$ cat config.mk
export PLATFORM = sky130hd
export DESIGN_NAME = imem_loader
export DESIGN_NICKNAME = d
export VERILOG_FILES = /design/src/rtl/imem_loader.sv
export SDC_FILE = /design/constraint.sdc
export NUM_CORES = 1
export LEC_CHECK = 0
export CORE_ASPECT_RATIO = 0.9
export CORE_MARGIN = 5
export CORE_UTILIZATION = 30
export CTS_CLUSTER_DIAMETER = 80
export DETAILED_ROUTE_END_ITERATION = 8
export PLACE_DENSITY = 0.64
export SYNTH_ARGS = -nofsm -noshare
export SYNTH_HDL_FRONTEND = slang
export SYNTH_SLANG_ARGS = --single-unit
$ cat constraint.sdc
create_clock -name clk -period 5.83 [get_ports clk]
set_input_delay 0.583 -clock clk [delete_from_list [all_inputs] [get_ports clk]]
set_output_delay 0.583 -clock clk [all_outputs]
set_load 0.02 [all_outputs]
$ cat src/rtl/imem_loader.sv
// Instruction-memory loader: streams a counted program into the CPU's imem
// initialize port and holds the CPU in reset until the load completes.
// Optional checksum compare is built when IMEM_LOADER_CHECKSUM_EN is defined.
module imem_loader #(
  parameter int                DATA_W    = 32,
  parameter int                ADDR_W    = 32,
  parameter int                DEPTH     = 64,
  parameter logic [ADDR_W-1:0] BASE_ADDR = '0,
  localparam int               CNT_W     = $clog2(DEPTH+1)
) (
  input  logic              clk,
  input  logic              rst,
  input  logic              start,
  input  logic [CNT_W-1:0]  word_count,
  input  logic [DATA_W-1:0] exp_sum,
  input  logic              s_valid,
  input  logic [DATA_W-1:0] s_data,
  output logic              s_ready,
  output logic              initialize,
  output logic              instr_we,
  output logic [DATA_W-1:0] instruction_initialize_data,
  output logic [ADDR_W-1:0] instruction_initialize_address,
  output logic              cpu_rst,
  output logic              busy,
  output logic              done,
  output logic              error,
  output logic              sum_ok
);

  typedef enum logic [1:0] {IDLE, LOAD, FLUSH, DONE} state_t;

  state_t            state, state_nx;
  logic [CNT_W-1:0]  cnt_q, idx_q;
  logic              err_q, we_q;
  logic [DATA_W-1:0] data_q;
  logic [ADDR_W-1:0] addr_q;
  logic              xfer, last, cnt_bad, start_eval, match;

  assign s_ready    = (state == LOAD);
  assign xfer       = s_valid && s_ready;
  assign last       = (idx_q == cnt_q - 1'b1);
  assign cnt_bad    = (word_count == '0) || (word_count > CNT_W'(DEPTH));
  assign start_eval = start && ((state == IDLE) || (state == DONE));

  always_comb begin
    state_nx = state;
    case (state)
      IDLE, DONE: if (start) state_nx = cnt_bad ? IDLE : LOAD;
      LOAD:       if (xfer && last) state_nx = FLUSH;
      FLUSH:      state_nx = DONE;
      default:    state_nx = IDLE;
    endcase
  end

  always_ff @(posedge clk) begin
    if (rst) begin
      state  <= IDLE;
      cnt_q  <= '0;
      idx_q  <= '0;
      err_q  <= 1'b0;
      we_q   <= 1'b0;
      data_q <= '0;
      addr_q <= '0;
    end else begin
      state <= state_nx;
      we_q  <= xfer;
      if (start_eval) begin
        err_q <= cnt_bad;
        if (!cnt_bad) begin
          cnt_q <= word_count;
          idx_q <= '0;
        end
      end
      if (xfer) begin
        data_q <= s_data;
        addr_q <= BASE_ADDR + (ADDR_W'(idx_q) << 2);
        // index stops at count-1 so it never reaches DEPTH
        if (!last) idx_q <= idx_q + 1'b1;
      end
    end
  end

`ifdef IMEM_LOADER_CHECKSUM_EN
  logic [DATA_W-1:0] sum_q, exp_q;

  always_ff @(posedge clk) begin
    if (rst) begin
      sum_q <= '0;
      exp_q <= '0;
    end else if (start_eval && !cnt_bad) begin
      sum_q <= '0;
      exp_q <= exp_sum;
    end else if (xfer) begin
      sum_q <= sum_q + s_data;
    end
  end

  assign match = (sum_q == exp_q);
`else
  logic [DATA_W-1:0] unused_exp_sum;
  assign unused_exp_sum = exp_sum;
  assign match          = 1'b1;
`endif

  assign initialize                     = (state == LOAD) || (state == FLUSH);
  assign busy                           = initialize;
  assign done                           = (state == DONE) && match;
  assign sum_ok                         = done;
  assign cpu_rst                        = !done;
  assign error                          = err_q || ((state == DONE) && !match);
  assign instr_we                       = we_q;
  assign instruction_initialize_data    = data_q;
  assign instruction_initialize_address = addr_q;

endmodule

---- Yosys cells after proc, flatten, opt, wreduce, memory -nomap -nowiden ----
Cells that the tools add are included.
Widths: inputs -> output; s select.
operators by class
  $add $sub $neg .......................... 2
  muxes and demuxes ....................... 8
  reductions and logical operators ........ 12
  eq/ne operators ......................... 6
  order comparisons ....................... 1
  bitwise operators ....................... 1
operators with widths
  operator             count
  $mux 7               4
  $add 7x1->7 const B  1
  $eq 7x7->1           1
  $gt 7x7->1 const B   1
  $logic_not 7->1      1
  $sub 7x1->7 const B  1
  $pmux 2 s3           1
  $eq 2x2->1 const B   2
  $mux 2               2
  $reduce_and 2->1     2
  $logic_and 1x1->1    3
  $logic_or 1x1->1     3
  $eq 2x1->1 const B   1
  $logic_not 2->1      1
  $ne 2x1->1 const B   1
  $ne 2x2->1 const B   1
  $reduce_or 2->1      1
  $logic_not 1->1      1
  $mux 1               1
  $not 1->1            1
word-level totals
  output and inout bits ................... 72
  register bits after elaboration ......... 57
  word-level logic and storage cells ...... 37
  input port bits ......................... 75

---- Depth between registers and ports, before layout ----
Gate-level depths: netlist of run 1.
  word-level depth ........................ 6
  depth in mapped cells ................... 9
  gate-level depth less buffers ........... 8

---- Worst setup path after synthesis of run 1 ----
OpenSTA, ideal clock, no wires.
  kind .................................... input -> register
  from .................................... input port word_count[2]
  to ...................................... register idx_q[5]
  arrival ................................. 2261 ps
  required time ........................... 5698 ps
  buffers on the path ..................... 0
  cell stages on the path ................. 6
  library setup time ...................... 132 ps
  slack ................................... 3437 ps
  cells stage by stage .................... or4_1 > nor3_2 > xor2_1 > nor2_1 > a211o_1 > o221ai_1
between the ends
  word-level cells in the longest chain between the ends .. 6
  elaborated cells between the ends (all ways) .. 7
  classes of those cells .................. 1 x order compare; 4 x mux; 2 x reduce/logical
RTL lines
  item                                                  RTL line  RTL
  from (decl)                                           14        input logic [CNT_W-1:0] word_count,
  $gt 7x7->1 / $logic_not 7->1 (equally long branches)  42        assign cnt_bad = (word_count == '0) || (word_count > CNT_W'(DEPTH));
  $logic_or 1x1->1 (*)                                  42
  $mux 7 (*)                                            69        if (!cnt_bad) begin
  $mux 7 (*)                                            67        if (start_eval) begin
  $mux 7                                                78        if (!last) idx_q <= idx_q + 1'b1;
  $mux 7 (*)                                            74        if (xfer) begin
  to (signal assigned)                                  78
  to (decl)                                             33        logic [CNT_W-1:0] cnt_q, idx_q;
Every way passes the cells marked *; elsewhere a longest branch is shown, timed or not.
A chain may end at the register's enable or synchronous reset.

---- Worst setup path after layout of run 1 ----
  from .................................... input port word_count[2]
  to ...................................... register idx_q[6]
The elaborated chain is that of the path after synthesis.

==> impl_metrics.py, run 1 <==
metrics = {
    "sta": {
        "fin_skew_ns": 0.00624,
        "min_period_ns": 2.78,
        "hold_viol": 0,
        "fin_ws_ns": 3.05,
        "slew-limit-headroom": 0.306,
        "tightestPinTransition_ns": 1.04,
        "fmax_mhz": 360,
        "period_share": 0.476,
        "drv_slew": 0,
        "setup_tns_ns": 0,
        "rsz0062_at_grt": "false",
        "setup_viol": 0,
    },
    "yosys": {
        "synth_top_area_share": 0.436,
        "synth-seq-cells": 57,
        "yosys_warnings": 0,
        "synthDistinctLibCells": 40,
        "post_synth_main_area_contributors": "dfxtp_1, nand2_1, a21oi_1",
        "async_flop_share": 0,
        "ys_seq_area_frac": 0.436,
        "synth_ff_type": "dfxtp_1",
        "synth_edf_count": 0,
        "synth_common_cells": "nand2_1, dfxtp_1, a21oi_1",
        "syn_inst": 330,
        "synth.avg_cell_area_sq_um": 7.93,
        "yosysMostFrequentCell": "nand2_1",
        "yosysTopAreaCell": "dfxtp_1",
        "syn_area_sq_mm": 0.00262,
    },
    "die": {
        "io_pins": 147,
        "start_util": 0.307,
        "rows": 32,
        "die_h_um": 98.6,
        "die_w_um": 108,
        "die-area_sq_mm": 0.0107,
        "core_area_sq_mm": 0.00853,
    },
    "clocking": {
        "ctsHoldBuffers": 0,
        "cts_resized": 0,
        "post_cts.repair.setup_buffers": 0,
        "cts_tree": "done",
        "clk_pin_slew_ns": 0.06,
        "cts_sinks": 57,
        "htreeDepth": 3,
        "cts.path.max_buffers": 2,
        "clock_latency_ns": 0.33,
        "numCtsBuffers": 9,
        "clock-root-buffer": "clkbuf_8",
    },
    "setup_path": {
        "critPathMaxFanout": 9,
        "r2r-start": "cnt_q[0]",
        "crit_path_start_kind": "input pin",
        "arrival_ns": 2.98,
        "cp-startpoint": "word_count[2]",
        "cp-end-kind": "flop",
        "crit_type": "in -> reg",
        "crit_required_ns": 6.04,
    },
    "global_routing": {
        "busiest_layer": "met2",
        "use_met3": 0.0583,
        "use_met1": 0.161,
        "use_met2": 0.193,
        "antenna_found_initial": 0,
        "grt_max_degree": 58,
        "grt_overflow_total": 0,
        "grtUsageTotal": 0.126,
        "grt_pass1_vias": 2226,
        "grt_pass1_wl_um": 10800,
    },
    "pwr": {
        "p_per_area_mw_per_mm2": 330,
        "p_leak_uw": 0.00135,
        "irDropWorstVdd_uv": 150,
    },
    "place": {
        "io_buffers": 89,
        "dp_hpwl_um": 4740,
        "pre_cts_ws_ns": 2.68,
        "finalWeightedCongestion": 0.747,
    },
    "detailed_routing": {
        "via_per_inst": 4.42,
        "ant_nets": 0,
        "vias": 2370,
        "wl_per_cell_um": 12.5,
        "routed_wl_um": 6700,
        "drc_errors": 0,
        "drt_pass1_iterations": 5,
        "drt_iter0_drc": 130,
    },
    "min_path": {
        "worstHoldStart": "instruction_initialize_data[25]",
        "hp-class": "reg -> reg",
    },
    "finish": {
        "layout-drive-gt1-share": 0.0576,
        "utilization": 0.435,
        "syn2layout_area_growth_pct": 41.7,
        "antennaDiodeCount": 0,
        "num-nets-final": 492,
    },
    "outcome": {
        "status": "completed",
    },
    "job": {
        "drv_cap": 0,
    },
}
==> placed cells by master (no fill, tap or decap), types with 2 or more instances in the layout <==
master,instances
conb_1,25
buf_4,2
a21oi_1,42
dfxtp_1,57
nor4_1,3
mux2i_1,8
nor3_1,2
o21ai_0,6
xnor2_1,7
clkdlybuf4s50_1,88
clkbuf_8,14
nor2_1,17
nand2_1,85
nand3_1,6
xor2_1,3
nand4_1,2
o21ai_1,3
or4_1,2
inv_1,14
ha_1,5
and3_1,4
o221ai_1,2
nor3_2,2
==> metrics by stage <==
step	total power [uW]	hold WS [ns]	instance area, sq um	cells
3_3_place_gp	822	0.441	3480	520
6_report	1220	0.452	3710	536
2_1_floorplan	702	0.475	2710	354
3_5_place_dp	830	0.446	3480	520
5_1_grt	1300	0.472	3710	536
4_1_cts	1240	0.455	3710	536
==> where the power goes <==
part / internal, uW / switching, uW / total, uW
Combinational: 158 / 206 / 364
Clock: 256 / 150 / 406
Sequential: 427 / 26.0 / 453
Total: 841 / 382 / 1220
==> critical path, stage by stage <==
cell and delay, ns:
clkdlybuf4s50_1 0.42, or4_1 0.58, nor3_2 0.17, xor2_1 0.11, nor2_1 0.68, a211o_1 0.30, o221ai_1 0.13
==> cell families (layout without fill, tap and decap cells) <==
group           count (synthesis)  count (layout)  synth area share
compound gates                 64              64             0.142
xor+xnor                       10              10            0.0335
fa+ha+maj                       5               5            0.0239
buf+inv                        58             121             0.125
flops                          57              57             0.436
mux                             8               8            0.0306
other cells                     1              25           0.00143
simple gates                  127             127             0.208
==> final cells by class <==
| cell class | instances | area, sq um |
|---|---|---|
| fill | 854 | 4820 |
| multi-input combinational | 239 | 1240 |
| clock buffer | 15 | 196 |
| clock inverter | 1 | 30.0 |
| sequential | 57 | 1140 |
| tap | 119 | 149 |
| inverter | 14 | 52.6 |
| timing repair buffer | 91 | 901 |
==> worst paths after layout <==
| check | endpoint | slack [ns] | cells after the start |
|---|---|---|---|
| max reg2reg | idx_q[6] | 3.35 | 7 |
| min reg2reg | instruction_initialize_data[25] | 0.45 | 2 |
| min | instruction_initialize_data[25] | 0.45 | 2 |
| max | idx_q[6] | 3.05 | 7 |
==> metal layers <==
layer,share of wire,wire length [um]
met5,0,0
met4,0.0085,57
met3,0.090,604
met2,0.46,3060
met1,0.44,2970
==> registers in the layout, summed over array words and instances, names as in the netlist <==
name                            cells
instruction_initialize_data        32
instruction_initialize_address      7
state                               2
instr_we                            1
error                               1
cnt_q                               7
idx_q                               7
(Power assumes the default switching activity.)
==> inputs of run 2 (changes only) <==
Settings changed: PLACE_DENSITY 0.64 to 0.67.
Clock period 5.83 ns to 2.5 ns, I/O delays scaled along.
==> run 2 against run 1 <==
- cell area is 0.74% lower
- critical path depth unchanged
- non-clock buffer count up 4
- routed wire length fell by 2.2%
- critical path type is now reg -> reg
- critical endpoint is now idx_q[5]
- power rose by 120%
- core utilization shrank 0.32 points
- combinational power rose by 140%
- sequential power rose by 130%
- die area unchanged
==> impl_metrics.py, run 2 (synthesis results as in run 1) <==
metrics = {
    "outcome": {
        "status": "completed",
    },
    "pwr": {
        "p_total_uw": 2670,
        "p_per_area_mw_per_mm2": 725,
        "p_leak_uw": 0.00134,
        "irDropWorstVdd_uv": 269,
    },
    "clocking": {
        "ctsHoldBuffers": 0,
        "clock-root-buffer": "clkbuf_8",
        "htreeDepth": 3,
        "clk_pin_slew_ns": 0.06,
        "cts_sinks": 57,
        "numCtsBuffers": 9,
        "clock_latency_ns": 0.32,
        "cts_resized": 0,
        "cts_tree": "done",
        "cts.path.max_buffers": 2,
        "post_cts.repair.setup_buffers": 0,
    },
    "die": {
        "die_h_um": 98.6,
        "rows": 32,
        "core_area_sq_mm": 0.00853,
        "die_w_um": 108,
        "die-area_sq_mm": 0.0107,
        "io_pins": 147,
        "start_util": 0.307,
    },
    "detailed_routing": {
        "drt_iter0_drc": 108,
        "wl_per_cell_um": 12.2,
        "drc_errors": 0,
        "routed_wl_um": 6550,
        "vias": 2369,
        "drt_pass1_iterations": 4,
        "ant_nets": 0,
        "via_per_inst": 4.41,
    },
    "place": {
        "finalWeightedCongestion": 0.777,
        "dp_hpwl_um": 4840,
        "io_buffers": 89,
        "place_inst": 524,
    },
    "setup_path": {
        "r2r_slack_ns": 0.20,
        "crit_path_start_kind": "flop",
        "reg2reg_depth": 7,
        "crit_required_ns": 2.75,
        "r2r_end": "idx_q[5]",
        "arrival_ns": 2.54,
        "cp-end-kind": "flop",
        "crit_type": "reg -> reg",
        "critPathMaxFanout": 6,
        "r2r-start": "cnt_q[0]",
    },
    "sta": {
        "setup_viol": 0,
        "hold_slack_ns": 0.410,
        "hold_viol": 0,
        "slew-limit-headroom": 0.604,
        "period_share": 0.919,
        "fmax_mhz": 435,
        "tightestPinTransition_ns": 0.594,
        "rsz0062_at_grt": "false",
        "fin_skew_ns": 0.00227,
        "setup_tns_ns": 0,
        "drv_slew": 0,
        "min_period_ns": 2.30,
    },
    "finish": {
        "layout-drive-gt1-share": 0.0598,
        "antennaDiodeCount": 0,
        "largest_reg_flops": 32,
        "mostFrequentLayoutCell": "clkdlybuf4s50_1",
        "fill_cells": 874,
        "fin_cells": 537,
        "syn2layout_area_growth_pct": 40.7,
        "layout_common_cells": "clkdlybuf4s50_1, nand2_1, dfxtp_1, a21oi_1, conb_1",
        "num-nets-final": 496,
    },
    "min_path": {
        "worstHoldStart": "rst",
        "whs_path_depth": 2,
        "hold_end": "cnt_q[4]",
        "hp-class": "in -> reg",
    },
    "global_routing": {
        "grt_pass1_wl_um": 10200,
        "grt_overflow_total": 0,
        "grt_max_degree": 42,
        "grt_pass1_vias": 2128,
        "antenna_found_initial": 0,
        "grtUsageTotal": 0.119,
    },
    "job": {
        "drv_cap": 0,
    },
}
==> run 2: cell count changes in the layout (fill, tap and decap cells not counted) <==
cell and change:
buf_4 +4, clkbuf_8 -2, bufinv_16 -1
==> run 2: per-stage QoR <==
| stage | cell area [sq um] | util | setup slack, ns |
|---|---|---|---|
| floorplan | 2710 | - | 0.415 |
| global placement | 3510 | 0.412 | 0.100 |
| detailed placement | 3510 | 0.412 | 0.0778 |
| CTS | 3680 | 0.431 | 0.201 |
| global route | 3680 | 0.431 | 0.0413 |
| finish | 3680 | 0.431 | 0.202 |
==> run 2: worst max-delay path by stage <==
stage	slack (ns)	end	startpoint	depth (start not counted)
floorplan	0.41	idx_q[5]	cnt_q[0]	8
global placement	0.10	idx_q[6]	word_count[2]	7
detailed placement	0.08	idx_q[6]	word_count[2]	7
CTS	0.20	idx_q[6]	cnt_q[0]	7
global route	0.04	idx_q[6]	cnt_q[0]	7
finish	0.20	idx_q[5]	cnt_q[0]	7
==> run 2: layout make-up <==
cell class              count  area [sq um]  share of cell area
clock buffers              13           169              0.0459
inverters                  14          52.6              0.0143
multi-input cells         239          1240               0.336
well taps                 119           149              0.0405
repair buffers             95           931               0.253
flip-flops and latches     57          1140               0.310
==> run 2: metal layers <==
metal / wire (um) / global-route usage
met3: 623 / 0.0530
met1: 2890 / 0.149
met2: 2960 / 0.183
met4: 77 / 0.0379
met5: 0 / 0
==> run 2: report_power, final <==
group	total, uW	internal, uW	switching (uW)
combinational	856	377	479
sequential	1060	996	60.8
clock	757	425	332
==> run 2: worst max-delay path: stages (launching register included) <==
cell and delay (ns):
dfxtp_1 0.41, inv_1 0.08, ha_1 0.29, a31o_2 0.27, a2111oi_2 0.40, nand3_2 0.18, a211o_1 0.39, o221ai_1 0.20
==> inputs of run 3 (changes only) <==
Settings changed: CELL_PAD_IN_SITES_DETAIL_PLACEMENT from default to 1, CELL_PAD_IN_SITES_GLOBAL_PLACEMENT from default to 1, CORE_UTILIZATION 30 to 24, PLACE_DENSITY 0.67 to 0.76.
==> run 3 against run 2 <==
- via count rose by 3.4%
- worst hold slack improved by 0.043 ns
- count of clock-buffer cells in the layout fell by 4
- sequential share of layout area shrank 1.7 points
- sequential power is essentially flat
- critical path depth increased by 1
- critical endpoint unchanged
- register-to-register slack got worse by 0.05 ns
- cell area grew 5.8%
- worst setup slack got worse by 0.046 ns
- clock skew up 0.0021 ns
- core utilization down 7.0 points
- fmax fell by 2.0%
==> impl_metrics.py, run 3 (synthesis results as in run 1) <==
metrics = {
    "outcome": {
        "status": "completed",
    },
    "clocking": {
        "clock-root-buffer": "clkbuf_16",
        "cts_resized": 0,
        "clock_latency_ns": 0.32,
        "htreeDepth": 3,
        "cts_sinks": 57,
        "cts.path.max_buffers": 2,
        "cts_tree": "done",
        "clk_pin_slew_ns": 0.05,
        "post_cts.repair.setup_buffers": 0,
        "numCtsBuffers": 9,
        "ctsHoldBuffers": 0,
    },
    "finish": {
        "finish.instance_area_sq_mm": 0.00389,
        "layout_common_cells": "clkdlybuf4s50_1, nand2_1, dfxtp_1, a21oi_1, conb_1",
        "largest_reg_flops": 32,
        "num-nets-final": 497,
        "antennaDiodeCount": 0,
        "syn2layout_area_growth_pct": 48.8,
        "fill_cells": 1278,
        "layout-drive-gt1-share": 0.0711,
        "multi_input_area_sq_mm": 0.00125,
        "seqCellArea_sq_mm": 0.00114,
        "mostFrequentLayoutCell": "clkdlybuf4s50_1",
    },
    "min_path": {
        "worstHoldStart": "rst",
        "hp-class": "in -> reg",
    },
    "setup_path": {
        "reg2reg_depth": 8,
        "endpoint": "idx_q[5]",
        "r2r_end": "idx_q[5]",
        "r2r_slack_ns": 0.16,
        "crit_required_ns": 2.73,
        "cp-startpoint": "cnt_q[0]",
        "arrival_ns": 2.58,
        "crit_type": "reg -> reg",
        "critPathMaxFanout": 6,
        "crit_path_start_kind": "flop",
        "cp-end-kind": "flop",
        "r2r-start": "cnt_q[0]",
    },
    "sta": {
        "hold_slack_ns": 0.453,
        "drv_slew": 0,
        "setup_tns_ns": 0,
        "period_share": 0.938,
        "hold_viol": 0,
        "setup_viol": 0,
        "rsz0062_at_grt": "false",
        "min_period_ns": 2.34,
        "fin_skew_ns": 0.00438,
        "slew-limit-headroom": 0.551,
        "tightestPinTransition_ns": 0.673,
        "fmax_mhz": 427,
    },
    "pwr": {
        "p_clk_frac": 0.417,
        "switchingPower_uw": 1010,
        "netSwitchingFraction": 0.300,
        "p_leak_uw": 0.00142,
        "p_int_uw": 2350,
        "power_frac_comb": 0.268,
        "p_per_area_mw_per_mm2": 864,
        "seqPwrFrac": 0.316,
        "irDropWorstVdd_uv": 276,
    },
    "die": {
        "io_pins": 147,
        "start_util": 0.243,
        "rows": 36,
        "die_h_um": 109,
        "die-area_sq_mm": 0.0131,
        "core_area_sq_mm": 0.0108,
        "die_w_um": 120,
    },
    "detailed_routing": {
        "drt_iter0_drc": 111,
        "drt_pass1_iterations": 4,
        "drc_errors": 0,
        "ant_nets": 0,
        "wl_per_cell_um": 14.3,
        "via_per_inst": 4.41,
        "vias": 2449,
        "routed_wl_um": 7930,
    },
    "global_routing": {
        "grt_overflow_total": 0,
        "grt_pass1_vias": 2550,
        "antenna_found_initial": 0,
        "grtUsageTotal": 0.120,
        "grt_max_degree": 36,
        "grt_pass1_wl_um": 12600,
    },
    "place": {
        "io_buffers": 89,
        "post_dp_cell_area_sq_mm": 0.00354,
        "dp_hpwl_um": 5930,
        "finalWeightedCongestion": 0.702,
    },
    "job": {
        "drv_cap": 0,
    },
}
-- run 3: cell types whose count changed in the layout (fill, tap and decap cells not counted) --
cell,change
a2111oi_4,+1
bufinv_16,+3
clkbuf_1,-1
clkinv_2,+1
a2111oi_2,-1
clkbuf_8,-12
clkinvlp_4,+2
clkbuf_16,+9
clkinv_4,+1
buf_4,+1
-- run 3: final cells by class --
| class | count | area share |
|---|---|---|
| flip-flops and latches | 57 | 0.293 |
| repair buffers | 96 | 0.241 |
| clock inverters | 7 | 0.0305 |
| multi-input cells | 239 | 0.321 |
| inverters | 14 | 0.0135 |
| well taps | 133 | 0.0428 |
| clock buffers | 9 | 0.0579 |
-- run 3: worst min-delay path by stage --
stage,end,slack [ns],cells past startpoint
global route,instruction_initialize_data[18],0.47,2
global placement,instruction_initialize_data[13],0.44,2
detailed placement,instruction_initialize_data[13],0.45,2
CTS,cnt_q[1],0.45,2
floorplan,instr_we,0.38,1
finish,cnt_q[1],0.45,2
-- run 3: through the flow --
stage	setup WS (ns)	util	total power [uW]	cells
2_1_floorplan	0.415	-	1640	354
3_3_place_gp	0.0743	0.328	1940	539
3_5_place_dp	0.0136	0.328	1970	539
4_1_cts	0.136	0.360	3400	555
5_1_grt	0.00908	0.362	3530	555
6_report	0.156	0.362	3360	555
-- run 3: power groups by stage --
stage                     clock (uW)  combinational (uW)  sequential (uW)
after floorplan                    0                 498             1140
after CTS                       1440                 898             1060
final                           1400                 901             1060
after global placement             0                 864             1070
after global routing            1480                 983             1070
after detailed placement           0                 894             1080
-- run 3: critical path, stage by stage (launching register included) --
cell and delay (ns):
dfxtp_1 0.40, inv_1 0.09, ha_1 0.30, xnor2_1 0.16, a21o_1 0.18, o21ai_0 0.35, nand3_2 0.19, a211o_1 0.40
o221ai_1 0.20
-- run 3: layer usage --
metal  wire (um)  GRT usage  vias to the layer above
met2        3690      0.194                       77
met1        3610      0.150                     1158
met3         581     0.0430                        2
met4          54     0.0392                        0
li1            -          -                     1212
met5           0          0                        -
